### config.mk
export PLATFORM = sky130hd
export DESIGN_NAME = convolve_ctrl
export DESIGN_NICKNAME = d
export VERILOG_FILES = /design/src/rtl/conv_pkg.sv /design/src/rtl/conv_idx_gen.sv /design/src/rtl/convolve_ctrl.sv
export SDC_FILE = /design/constraint.sdc
export NUM_CORES = 1
export LEC_CHECK = 0
export BUFFER_PORTS_ARGS = -buffer_cell sky130_fd_sc_hd__buf_2
export CORE_AREA = 5 5 123 125
export DETAILED_ROUTE_END_ITERATION = 16
export DIE_AREA = 0 0 128 130
export PLACE_DENSITY_LB_ADDON = 0.12
export SLEW_MARGIN = 0
export SYNTH_ARGS = -nofsm -noshare
export SYNTH_HDL_FRONTEND = slang
export SYNTH_SLANG_ARGS = --single-unit
### constraint.sdc
create_clock -name clk -period 4.3 [get_ports clk]
set_input_delay 0 -clock clk [delete_from_list [all_inputs] [get_ports clk]]
set_output_delay 0 -clock clk [all_outputs]
set_load 0.005 [all_outputs]
### src/rtl/conv_pkg.sv
// Shared types and defaults for the G.729 Convolve sequencer.
// Imported by conv_idx_gen and convolve_ctrl.
package conv_pkg;

  localparam int L_DEF      = 40;
  localparam int ADDR_W_DEF = 11;
  localparam int SHIFT_DEF  = 3;
  localparam int CNT_W      = 7;

  typedef enum logic [2:0] {
    IDLE,
    CLR,
    RD_X,
    RD_H,
    MAC,
    SHL,
    WR,
    FIN
  } state_t;

endpackage

### src/rtl/conv_idx_gen.sv
// n/i term counters, base-address latches and scratch address adders
// for the Convolve sequencer.
module conv_idx_gen
  import conv_pkg::*;
#(
  parameter int L      = L_DEF,
  parameter int ADDR_W = ADDR_W_DEF
) (
  input  logic              clk,
  input  logic              reset,
  input  logic              load_i,
  input  logic              clrI_i,
  input  logic              incI_i,
  input  logic              incN_i,
  input  logic [ADDR_W-1:0] xAddr_i,
  input  logic [ADDR_W-1:0] hAddr_i,
  input  logic [ADDR_W-1:0] yAddr_i,
  output logic [ADDR_W-1:0] xRd_o,
  output logic [ADDR_W-1:0] hRd_o,
  output logic [ADDR_W-1:0] yWr_o,
  output logic              lastTerm_o,
  output logic              lastSample_o
);

  logic [CNT_W-1:0]  n_q, n_d;
  logic [CNT_W-1:0]  i_q, i_d;
  logic [ADDR_W-1:0] xB_q, xB_d;
  logic [ADDR_W-1:0] hB_q, hB_d;
  logic [ADDR_W-1:0] yB_q, yB_d;
  logic [CNT_W-1:0]  nMinusI;

  always_comb begin
    n_d  = n_q;
    i_d  = i_q;
    xB_d = xB_q;
    hB_d = hB_q;
    yB_d = yB_q;
    if (load_i) begin
      n_d  = '0;
      xB_d = xAddr_i;
      hB_d = hAddr_i;
      yB_d = yAddr_i;
    end
    if (incN_i) n_d = n_q + 1'b1;
    if (clrI_i) i_d = '0;
    if (incI_i) i_d = i_q + 1'b1;
  end

  always_ff @(posedge clk) begin
    if (reset) begin
      n_q  <= '0;
      i_q  <= '0;
      xB_q <= '0;
      hB_q <= '0;
      yB_q <= '0;
    end else begin
      n_q  <= n_d;
      i_q  <= i_d;
      xB_q <= xB_d;
      hB_q <= hB_d;
      yB_q <= yB_d;
    end
  end

  // i never exceeds n, so the difference stays non-negative
  assign nMinusI      = n_q - i_q;
  assign xRd_o        = xB_q + ADDR_W'(i_q);
  assign hRd_o        = hB_q + ADDR_W'(nMinusI);
  assign yWr_o        = yB_q + ADDR_W'(n_q);
  assign lastTerm_o   = (i_q == n_q);
  assign lastSample_o = (n_q == CNT_W'(L - 1));

endmodule

### src/rtl/convolve_ctrl.sv
// Convolve sequencer: drives scratch memory, L_mac and L_shl.
// Optional cycleCount output enabled by CONV_CYCLE_CNT_EN.
module convolve_ctrl
  import conv_pkg::*;
#(
  parameter int L      = L_DEF,
  parameter int ADDR_W = ADDR_W_DEF,
  parameter int SHIFT  = SHIFT_DEF
) (
  input  logic              clk,
  input  logic              reset,
  input  logic              start,
  input  logic [ADDR_W-1:0] xAddr,
  input  logic [ADDR_W-1:0] hAddr,
  input  logic [ADDR_W-1:0] yAddr,
  input  logic [31:0]       memIn,
  input  logic [31:0]       L_macIn,
  input  logic [31:0]       L_shlIn,
  input  logic              L_shlDone,
  output logic [ADDR_W-1:0] memWriteAddr,
  output logic              memWriteEn,
  output logic [31:0]       memOut,
  output logic [15:0]       L_macOutA,
  output logic [15:0]       L_macOutB,
  output logic [31:0]       L_macOutC,
  output logic [31:0]       L_shlOutVar1,
  output logic [15:0]       L_shlNumShiftOut,
  output logic              L_shlReady,
  output logic              lagMuxSel,
  output logic              lagMux1Sel,
  output logic              busy,
  output logic              done
`ifdef CONV_CYCLE_CNT_EN
  ,
  output logic [15:0]       cycleCount
`endif
);

  state_t      state_q, state_d;
  logic [31:0] acc_q, acc_d;
  logic [15:0] xReg_q, xReg_d;
  logic [15:0] yVal_q, yVal_d;
  logic        shlIss_q;

  logic              load, clrI, incI, incN;
  logic [ADDR_W-1:0] xRd, hRd, yWr;
  logic              lastTerm, lastSample;
  logic              unused_bits;

  assign unused_bits = ^{memIn[31:16], L_shlIn[15:0]};

  conv_idx_gen #(
    .L      (L),
    .ADDR_W (ADDR_W)
  ) u_idx (
    .clk          (clk),
    .reset        (reset),
    .load_i       (load),
    .clrI_i       (clrI),
    .incI_i       (incI),
    .incN_i       (incN),
    .xAddr_i      (xAddr),
    .hAddr_i      (hAddr),
    .yAddr_i      (yAddr),
    .xRd_o        (xRd),
    .hRd_o        (hRd),
    .yWr_o        (yWr),
    .lastTerm_o   (lastTerm),
    .lastSample_o (lastSample)
  );

  always_ff @(posedge clk) begin
    if (reset) begin
      state_q  <= IDLE;
      acc_q    <= '0;
      xReg_q   <= '0;
      yVal_q   <= '0;
      shlIss_q <= 1'b0;
    end else begin
      state_q  <= state_d;
      acc_q    <= acc_d;
      xReg_q   <= xReg_d;
      yVal_q   <= yVal_d;
      shlIss_q <= (state_q == SHL);
    end
  end

  always_comb begin
    state_d          = state_q;
    acc_d            = acc_q;
    xReg_d           = xReg_q;
    yVal_d           = yVal_q;
    load             = 1'b0;
    clrI             = 1'b0;
    incI             = 1'b0;
    incN             = 1'b0;
    memWriteAddr     = '0;
    memWriteEn       = 1'b0;
    memOut           = '0;
    L_macOutA        = '0;
    L_macOutB        = '0;
    L_macOutC        = '0;
    L_shlOutVar1     = '0;
    L_shlNumShiftOut = '0;
    L_shlReady       = 1'b0;
    lagMuxSel        = 1'b0;
    lagMux1Sel       = 1'b0;
    busy             = 1'b1;
    done             = 1'b0;
    unique case (state_q)
      IDLE: begin
        busy       = 1'b0;
        lagMuxSel  = 1'b1;
        lagMux1Sel = 1'b1;
        if (start) begin
          load    = 1'b1;
          state_d = CLR;
        end
      end
      CLR: begin
        acc_d   = '0;
        clrI    = 1'b1;
        state_d = RD_X;
      end
      RD_X: begin
        memWriteAddr = xRd;
        state_d      = RD_H;
      end
      RD_H: begin
        memWriteAddr = hRd;
        xReg_d       = memIn[15:0];
        state_d      = MAC;
      end
      MAC: begin
        L_macOutA = xReg_q;
        L_macOutB = memIn[15:0];
        L_macOutC = acc_q;
        acc_d     = L_macIn;
        if (lastTerm) begin
          state_d = SHL;
        end else begin
          incI    = 1'b1;
          state_d = RD_X;
        end
      end
      SHL: begin
        L_shlOutVar1     = acc_q;
        L_shlNumShiftOut = 16'(SHIFT);
        L_shlReady       = !shlIss_q;
        if (L_shlDone) begin
          yVal_d  = L_shlIn[31:16];
          state_d = WR;
        end
      end
      WR: begin
        memWriteAddr = yWr;
        memOut       = {{16{yVal_q[15]}}, yVal_q};
        memWriteEn   = 1'b1;
        if (lastSample) begin
          state_d = FIN;
        end else begin
          incN    = 1'b1;
          state_d = CLR;
        end
      end
      FIN: begin
        busy    = 1'b0;
        done    = 1'b1;
        state_d = IDLE;
      end
      default: state_d = IDLE;
    endcase
  end

`ifdef CONV_CYCLE_CNT_EN
  logic [15:0] cnt_q, cnt_d;

  // holds in IDLE; cleared by the start that leaves IDLE
  always_comb begin
    cnt_d = cnt_q;
    if (state_q == IDLE) begin
      if (start) cnt_d = '0;
    end else if (cnt_q != 16'hFFFF) begin
      cnt_d = cnt_q + 16'd1;
    end
  end

  always_ff @(posedge clk) begin
    if (reset) cnt_q <= '0;
    else       cnt_q <= cnt_d;
  end

  assign cycleCount = cnt_q;
`endif

endmodule

# Word-level counts from Yosys, hierarchy flattened
# Cells that the tools add are included.
# op_classes
addsub	6
reduce_logical	8
n_mux	29
eq_ne	11
# ops
op	n
32-bit 2-to-1 mux	3
32-bit one-hot mux with 2 select lines	1
11-bit by 7-bit adder with 11-bit output	3
11-bit one-hot mux with 3 select lines	1
16-bit 2-to-1 mux	2
7-bit 2-to-1 mux	4
3-bit one-hot mux with 8 select lines	1
7-bit by 1-bit adder with 7-bit output, second input constant	2
3-bit equality test, second input constant	4
1-bit 2-to-1 mux	12
3-bit 2-to-1 mux	4
7-bit by 6-bit equality test with 1-bit output, second input constant	1
7-bit equality test	1
7-bit subtractor	1
3-bit by 2-bit equality test with 1-bit output, second input constant	2
2-bit nonzero test	3
2-bit inequality test, second input constant	2
2-bit AND reduction	2
3-bit by 1-bit equality test with 1-bit output, second input constant	1
3-bit logical NOT	1
2-bit 2-to-1 mux	1
2-bit OR reduction	1
1-bit logical NOT	1
# word_totals
input_bits	133
word_cells	64
out_inout_bits	161
register_bits	115

# Depth between registers and ports, before layout
# Gate-level depths: netlist of run 1.
# depth
ltp_word	4
depth_mapped	16
depth_no_buf	16

# Hierarchy
# From an unflattened synthesis of run 1, not the netlist that was laid out.
# unflattened
cells_unflattened	842
area_unflattened_um2	6965.4
# modules_own_cells
module	instances	cells_per_inst	seq_area_each_um2	area_per_inst_um2
convolve_ctrl	1	463	1361.3	3726.1
conv_idx_gen	1	379	940.9	3239.4

# Worst setup path after synthesis of run 1
# OpenSTA, ideal clock, no wires.
# synth_timing
path_type	register to output
startpoint	register u_idx.i_q[0]
endpoint	output memWriteAddr[10]
arrival_time_ns	2.849
path_buffers	0
required_ns	4.300
path_stages_with_launch	16
path_slack_ns	1.451
path_cell_list	dfxtp_1 ha_1 inv_1 fa_1 a21o_1 a21oi_1 o21bai_1 a21oi_1 xor2_1 ha_1 nor3_1 nor3b_1 o2111ai_1 xnor2_1 a22oi_1 o21ai_0
# synth_via
elab_chain_cells	3
word_cells_on_any_way	4
cone_classes	add/sub: 3; mux: 1
# synth_rtl
item	line	rtl
start, declared	conv_idx_gen.sv:26	logic [CNT_W-1:0] i_q, i_d;
start signal, assigned	conv_idx_gen.sv:58	i_q <= i_d;
7-bit subtractor	conv_idx_gen.sv:66	assign nMinusI = n_q - i_q;
11-bit by 7-bit adder with 11-bit output	conv_idx_gen.sv:68	assign hRd_o = hB_q + ADDR_W'(nMinusI);
11-bit one-hot mux with 3 select lines (*)	convolve_ctrl.sv:110	unique case (state_q)
end, declared	convolve_ctrl.sv:20	output logic [ADDR_W-1:0] memWriteAddr,
# Every way passes the cells marked *; elsewhere a longest branch is shown, timed or not.

# Worst setup path in the final report of run 1
# Ends and elaborated chain as after synthesis.

==> results_dict.tcl, run 1 <==
set metrics [dict create \
    status "completed" \
    grt.total_usage_pct 24.74 \
    min_to "u_idx.i_q[0]" \
    worstMarginPinSlew_ns 0.8737 \
    ys_async_sr_fraction_pct 0 \
    routabilityCongestion 0.9126 \
    synth_area_um2 6775 \
    syn_avg_cell_area_um2 7.587 \
    startpoint_type "register" \
    clk_latency_ns 0.41 \
    first_pass_iters 5 \
    drive_above_1_share_pct 25.00 \
    cts_made_buffers 17 \
    layout.cells.non_filler 1384 \
    clock_skew_ns 0.007319 \
    hold_start "reset" \
    r2r_setup_slack_ns 1.60 \
    cts_resized 0 \
    die_h_um 130 \
    rr_endpoint "u_idx.yB_q[1]" \
    die_w_um 128 \
    dp_cells 1252 \
    antenna_cells 0 \
    hpwl_mm 13.88 \
    die_area_um2 16640 \
    fmax_ghz 0.2607 \
    via_per_inst 5.123 \
    cts_hold_buf 100 \
    post-place-ws_ns 0.9605 \
    power_mw 2.882 \
    synth.distinct_cells 55 \
    hp-class "in2reg" \
    n_fill_cell 1150 \
    clock_path_buffers 2 \
    routedWlPerCell_um 15.10 \
    powerDensity_nw_per_um2 303.4 \
    finalHoldViolCount 0 \
    first_iter_violations 519 \
    cp.arrival_ns 3.84 \
    ys_seq_area_share_pct 33.98 \
    critical-path-slowest-cell "dfxtp_1" \
    ant_nets 0 \
    ff2ff_path_depth 6 \
    ys.warnings.count 0 \
    core_um2 13770 \
    grt-ovfl-total 0 \
    io_buffers 247 \
    cp_cell_sequence "ha_1, inv_1, fa_1, a21o_1, a21oi_1, o21bai_1, a21oi_1, xor2_1, ha_1, nor3_1, nor3b_1, o2111ai_1, xnor2_1, a22oi_1, o21ai_0, buf_2" \
    min_path_cells 2 \
    final_util_pct 68.97 \
    layout.nets 1358 \
    tns_ns 0 \
    yosys_most_used_dff "dfxtp_1" \
    setup_violations 0 \
    num_io_pins 294 \
    cp_max_fo 6 \
    grt_pass1_wl_mm 33.44 \
    cts_setup_buffers 0 \
    synth_seq_cells 115 \
    vdd_drop_max_mv 0.2763 \
    antenna_found_initial 0 \
    rsz0062_at_grt "false" \
    layout_setup_ws_ns 0.4645 \
    syn_inst 893 \
    r2r_start "state_q[2]" \
    area_delta_synth_final_pct 40.20 \
    critPathKind "reg2out" \
    drv_cap 0 \
    drt_wl_total_mm 20.90 \
    initial_core_util_pct 49.19 \
    vias 7090 \
    drc 0 \
    grt_max_degree 68 \
    fin_crit_sh_pct 89.20 \
    grt_pass1_vias 6782 \
    required_ns 4.30 \
    p_leak_nw 4.608 \
    cts_tree "built" \
    cp-end-kind "primary output" \
    clk_pin_slew_worst_paths_ns 0.06 \
    synth_edf_count 0 \
    layout_min_cycle_time_ns 3.835 \
    h-tree-depth 4 \
    slew_viol_final 0 \
    row_count 43 \
    cts-root-buf "clkbuf_16" \
    cts_sinks 115 \
    relSlewSlack_pct 41.31 \
    slowest_delay_ns 0.42 \
]
-- state kept, by name, indices dropped and copies added (netlist names) --
| register | flops |
|---|---|
| acc_q | 32 |
| shlIss_q | 1 |
| state_q | 3 |
| u_idx.hB_q | 11 |
| u_idx.i_q | 7 |
| u_idx.n_q | 7 |
| u_idx.xB_q | 11 |
| u_idx.yB_q | 11 |
| xReg_q | 16 |
| yVal_q | 16 |
-- layout by cell type, fill, tap and decap left out, drive strengths merged, types with 30 or more instances in the layout --
cell type    instances
a21oi               99
a22oi               36
and2                67
and3                55
buf                257
dfxtp              115
dlygate4sd3        100
ha                  30
nand2              146
nor2                75
-- report_power, final --
part / total, mW / internal, mW / switching, mW
Sequential: 1.12 / 1.09 / 0.0254
Combinational: 0.322 / 0.156 / 0.166
Clock: 1.44 / 0.914 / 0.527
-- per-layer routing --
metal	up-vias	part of all wire [%]	track usage, %
met4	0	2.5	9.613
met1	3188	43	31.43
met5	-	0	0
li1	3602	-	-
met3	41	6.8	5.403
met2	259	48	41.22
-- stage by stage --
stage	hold WS (ns)	area, µm²
2_1_floorplan	0.1103	6824
3_3_place_gp	0.2422	7890
3_5_place_dp	0.2464	7890
4_1_cts	0.02481	9499
5_1_grt	0.04630	9499
6_report	0.04277	9499
-- how the worst max path moves through the flow --
| stage | endpoint | cells after the start | slack, ns | startpoint |
|---|---|---|---|---|
| floorplan | memWriteAddr[10] | 15 | 1.45 | u_idx.i_q[0] |
| global placement | memWriteAddr[10] | 16 | 1.06 | u_idx.i_q[0] |
| detailed placement | memWriteAddr[10] | 16 | 0.96 | u_idx.i_q[0] |
| CTS | memWriteAddr[10] | 16 | 0.49 | u_idx.i_q[0] |
| global route | memWriteAddr[10] | 16 | 0.15 | u_idx.i_q[0] |
| finish | memWriteAddr[10] | 16 | 0.46 | u_idx.i_q[0] |
-- critical path, delay by kind of cell, from the launching register on --
kind	cells	cell delay, ns
compound gates	7	1.14
xor+xnor	2	0.38
fa+ha+maj	3	0.83
buf+inv	2	0.20
flops	1	0.42
simple gates	2	0.43
-- cells in the mapped netlist (20+ instances only) --
library cell / n / area share, %
a21oi_1: 98 / 7.2
a22oi_1: 36 / 4.0
and2_1: 66 / 6.1
and3_1: 55 / 5.1
buf_4: 32 / 3.5
clkbuf_1: 42 / 2.3
dfxtp_1: 115 / 34
ha_1: 30 / 5.5
inv_1: 20 / 1.1
nand2_1: 146 / 8.1
nor2_1: 74 / 4.1
-- kinds of logic after synthesis --
| family | count (synthesis) | share of synthesized area, % |
|---|---|---|
| flops | 115 | 33.98 |
| compound gates | 207 | 18.69 |
| other cells | 1 | 0.05535 |
| simple gates | 396 | 28.57 |
| xor+xnor | 26 | 3.361 |
| fa+ha+maj | 34 | 6.722 |
| buf+inv | 112 | 8.329 |
| mux | 2 | 0.2955 |
-- final cells by class --
cell class | count | area (µm²) | share of cell area, %
multi-input cells | 679 | 3970 | 41.79
repair buffers | 357 | 2315 | 24.37
flip-flops and latches | 115 | 2302 | 24.24
clock buffers | 17 | 425.4 | 4.478
well taps | 180 | 225.2 | 2.371
clock inverters | 15 | 182.7 | 1.923
inverters | 21 | 78.83 | 0.8298
Note: power is estimated with default switching activity, not from simulation.
==> run 2, diff against run 1 <==
- BUFFER_PORTS_ARGS: -buffer_cell sky130_fd_sc_hd__buf_2 -> unset
- DONT_BUFFER_PORTS: unset -> 1
==> results_dict.tcl, run 2 (synthesized netlist as in run 1, its figures left out) <==
set metrics [dict create \
    status "completed" \
    clk_latency_ns 0.41 \
    tns_ns 0 \
    largest_reg_flops 32 \
    switching_share_pct 22.03 \
    cp.arrival_ns 3.75 \
    antenna_found_initial 0 \
    routabilityCongestion 0.9040 \
    layout_min_cycle_time_ns 3.754 \
    powerDensity_nw_per_um2 356.8 \
    cts_sinks 115 \
    fmax_ghz 0.2664 \
    p_int_mw 2.316 \
    cts_made_buffers 17 \
    seq_power_share_pct 37.7 \
    critPathKind "reg2out" \
    cp-end-kind "primary output" \
    rr_endpoint "u_idx.n_q[1]" \
    startpoint_type "register" \
    most-common-layout-cells "146 x nand2_1, 115 x dfxtp_1, 100 x dlygate4sd3_1, 98 x a21oi_1, 73 x nor2_1" \
    area_delta_synth_final_pct 22.90 \
    first_iter_violations 493 \
    die_w_um 128 \
    required_ns 4.30 \
    min_path_cells 1 \
    first_pass_iters 5 \
    drc 0 \
    clkPwrFrac_pct 53.3 \
    die_area_um2 16640 \
    grt_pass1_vias 6356 \
    critical_path.startpoint "u_idx.i_q[0]" \
    regMostFlops "acc_q" \
    io_buffers 0 \
    r2r_setup_slack_ns 1.11 \
    cts_resized 0 \
    hp-class "in2out" \
    ff2ff_path_depth 6 \
    vias 6355 \
    drive_above_1_share_pct 5.241 \
    setup_violations 0 \
    grt.total_usage_pct 23.45 \
    num_io_pins 294 \
    hpwl_mm 13.02 \
    drt_wl_total_mm 19.50 \
    finalHoldViolCount 0 \
    cts-root-buf "clkbuf_16" \
    clock_path_buffers 2 \
    ant_nets 0 \
    clk_pin_slew_worst_paths_ns 0.05 \
    grt_pass1_wl_mm 31.33 \
    initial_core_util_pct 49.19 \
    vdd_drop_max_mv 0.2692 \
    worstMarginPinSlew_ns 1.244 \
    top_regs "acc_q: 32 flops, xReg_q: 16 flops, yVal_q: 16 flops" \
    fin_crit_sh_pct 87.30 \
    rsz0062_at_grt "false" \
    routedWlPerCell_um 17.20 \
    power_mw 2.971 \
    h-tree-depth 4 \
    final_common_cell "nand2_1" \
    p_leak_nw 3.436 \
    clock_skew_ns 0.009736 \
    grt_max_degree 116 \
    core_um2 13770 \
    slew_viol_final 0 \
    grt-ovfl-total 0 \
    row_count 43 \
    min_to "L_macOutB[12]" \
    p_sw_mw 0.6543 \
    cp_max_fo 6 \
    via_per_inst 5.604 \
    relSlewSlack_pct 16.96 \
    hold_start "memIn[12]" \
    die_h_um 130 \
    drv_cap 0 \
    cts_tree "built" \
    n_fill_cell 1189 \
    layout.nets 1109 \
    antenna_cells 0 \
    r2r_start "state_q[0]" \
    p_comb_share_pct 9.1 \
]
-- run 2: changes by cell type in the layout (fill, tap and decap cells not counted), moves of 2 or more --
cell        before  now
bufinv_16        3    5
inv_6            2    0
buf_2          246    0
clkinvlp_4       4    1
buf_4           11    7
clkinv_4         4    1
clkbuf_8         0    5
-- run 2: what timing repair did --
action	in CTS	in global routing
hold buffers	101	0
hold endpoints to repair	115	0
buffers inserted	0	0
-- run 2: power by group through the flow --
stage | clock network [mW] | logic [mW] | registers (mW)
5_1_grt | 1.67 | 0.298 | 1.12
3_5_place_dp | 0 | 0.172 | 1.14
2_1_floorplan | 0 | 0.166 | 1.13
4_1_cts | 1.61 | 0.265 | 1.12
6_report | 1.58 | 0.269 | 1.12
3_3_place_gp | 0 | 0.167 | 1.14
-- run 2: cell type report --
cell class	instances	area (µm²)	share of cell area, %
multi-input cells	679	3970	47.68
well taps	180	225.2	2.705
repair buffers	108	1081	12.98
inverters	21	78.83	0.9467
clock inverters	8	171.4	2.059
flip-flops and latches	115	2302	27.65
clock buffers	23	498.0	5.980
-- run 2: metrics by stage --
stage          hold slack (ns)  worst slack [ns]  util [%]  instances  instance area (µm²)
2_1_floorplan           0.1103             1.451         -        906                 6824
5_1_grt                 0.1204            0.3145     60.46       1134                 8327
3_3_place_gp           0.07754             1.115     48.13       1002                 6629
6_report                0.1154            0.5460     60.46       1134                 8327
4_1_cts                 0.1135            0.5953     60.46       1134                 8327
3_5_place_dp           0.08166             1.058     48.13       1002                 6629
-- run 2: how the worst max path moves through the flow --
stage | to | slack [ns] | cells after the start
6_report | memWriteAddr[10] | 0.55 | 15
5_1_grt | memWriteAddr[8] | 0.31 | 15
4_1_cts | memWriteAddr[10] | 0.60 | 15
3_5_place_dp | memWriteAddr[10] | 1.06 | 15
3_3_place_gp | u_idx.n_q[1] | 1.12 | 6
2_1_floorplan | memWriteAddr[10] | 1.45 | 15
-- run 2: critical path: stages (launching register included) --
cell and delay [ns]:
dfxtp_1 0.43, ha_1 0.18, inv_1 0.06, fa_1 0.41, a21o_1 0.18, a21oi_1 0.25, o21bai_1 0.10, a21oi_1 0.17
xor2_1 0.22, ha_1 0.25, nor3_1 0.09, nor3b_1 0.34, o2111ai_1 0.20, xnor2_1 0.16, a22oi_1 0.17, o21ai_0 0.14
-- run 2: metal layers --
layer  vias up  routed length, µm  GRT usage (%)
met3        40               1555          6.099
li1       3100                  -              -
met2       280               9450          38.91
met1      2935               8062          28.89
met4         0                434          10.17
met5         -                  0              0
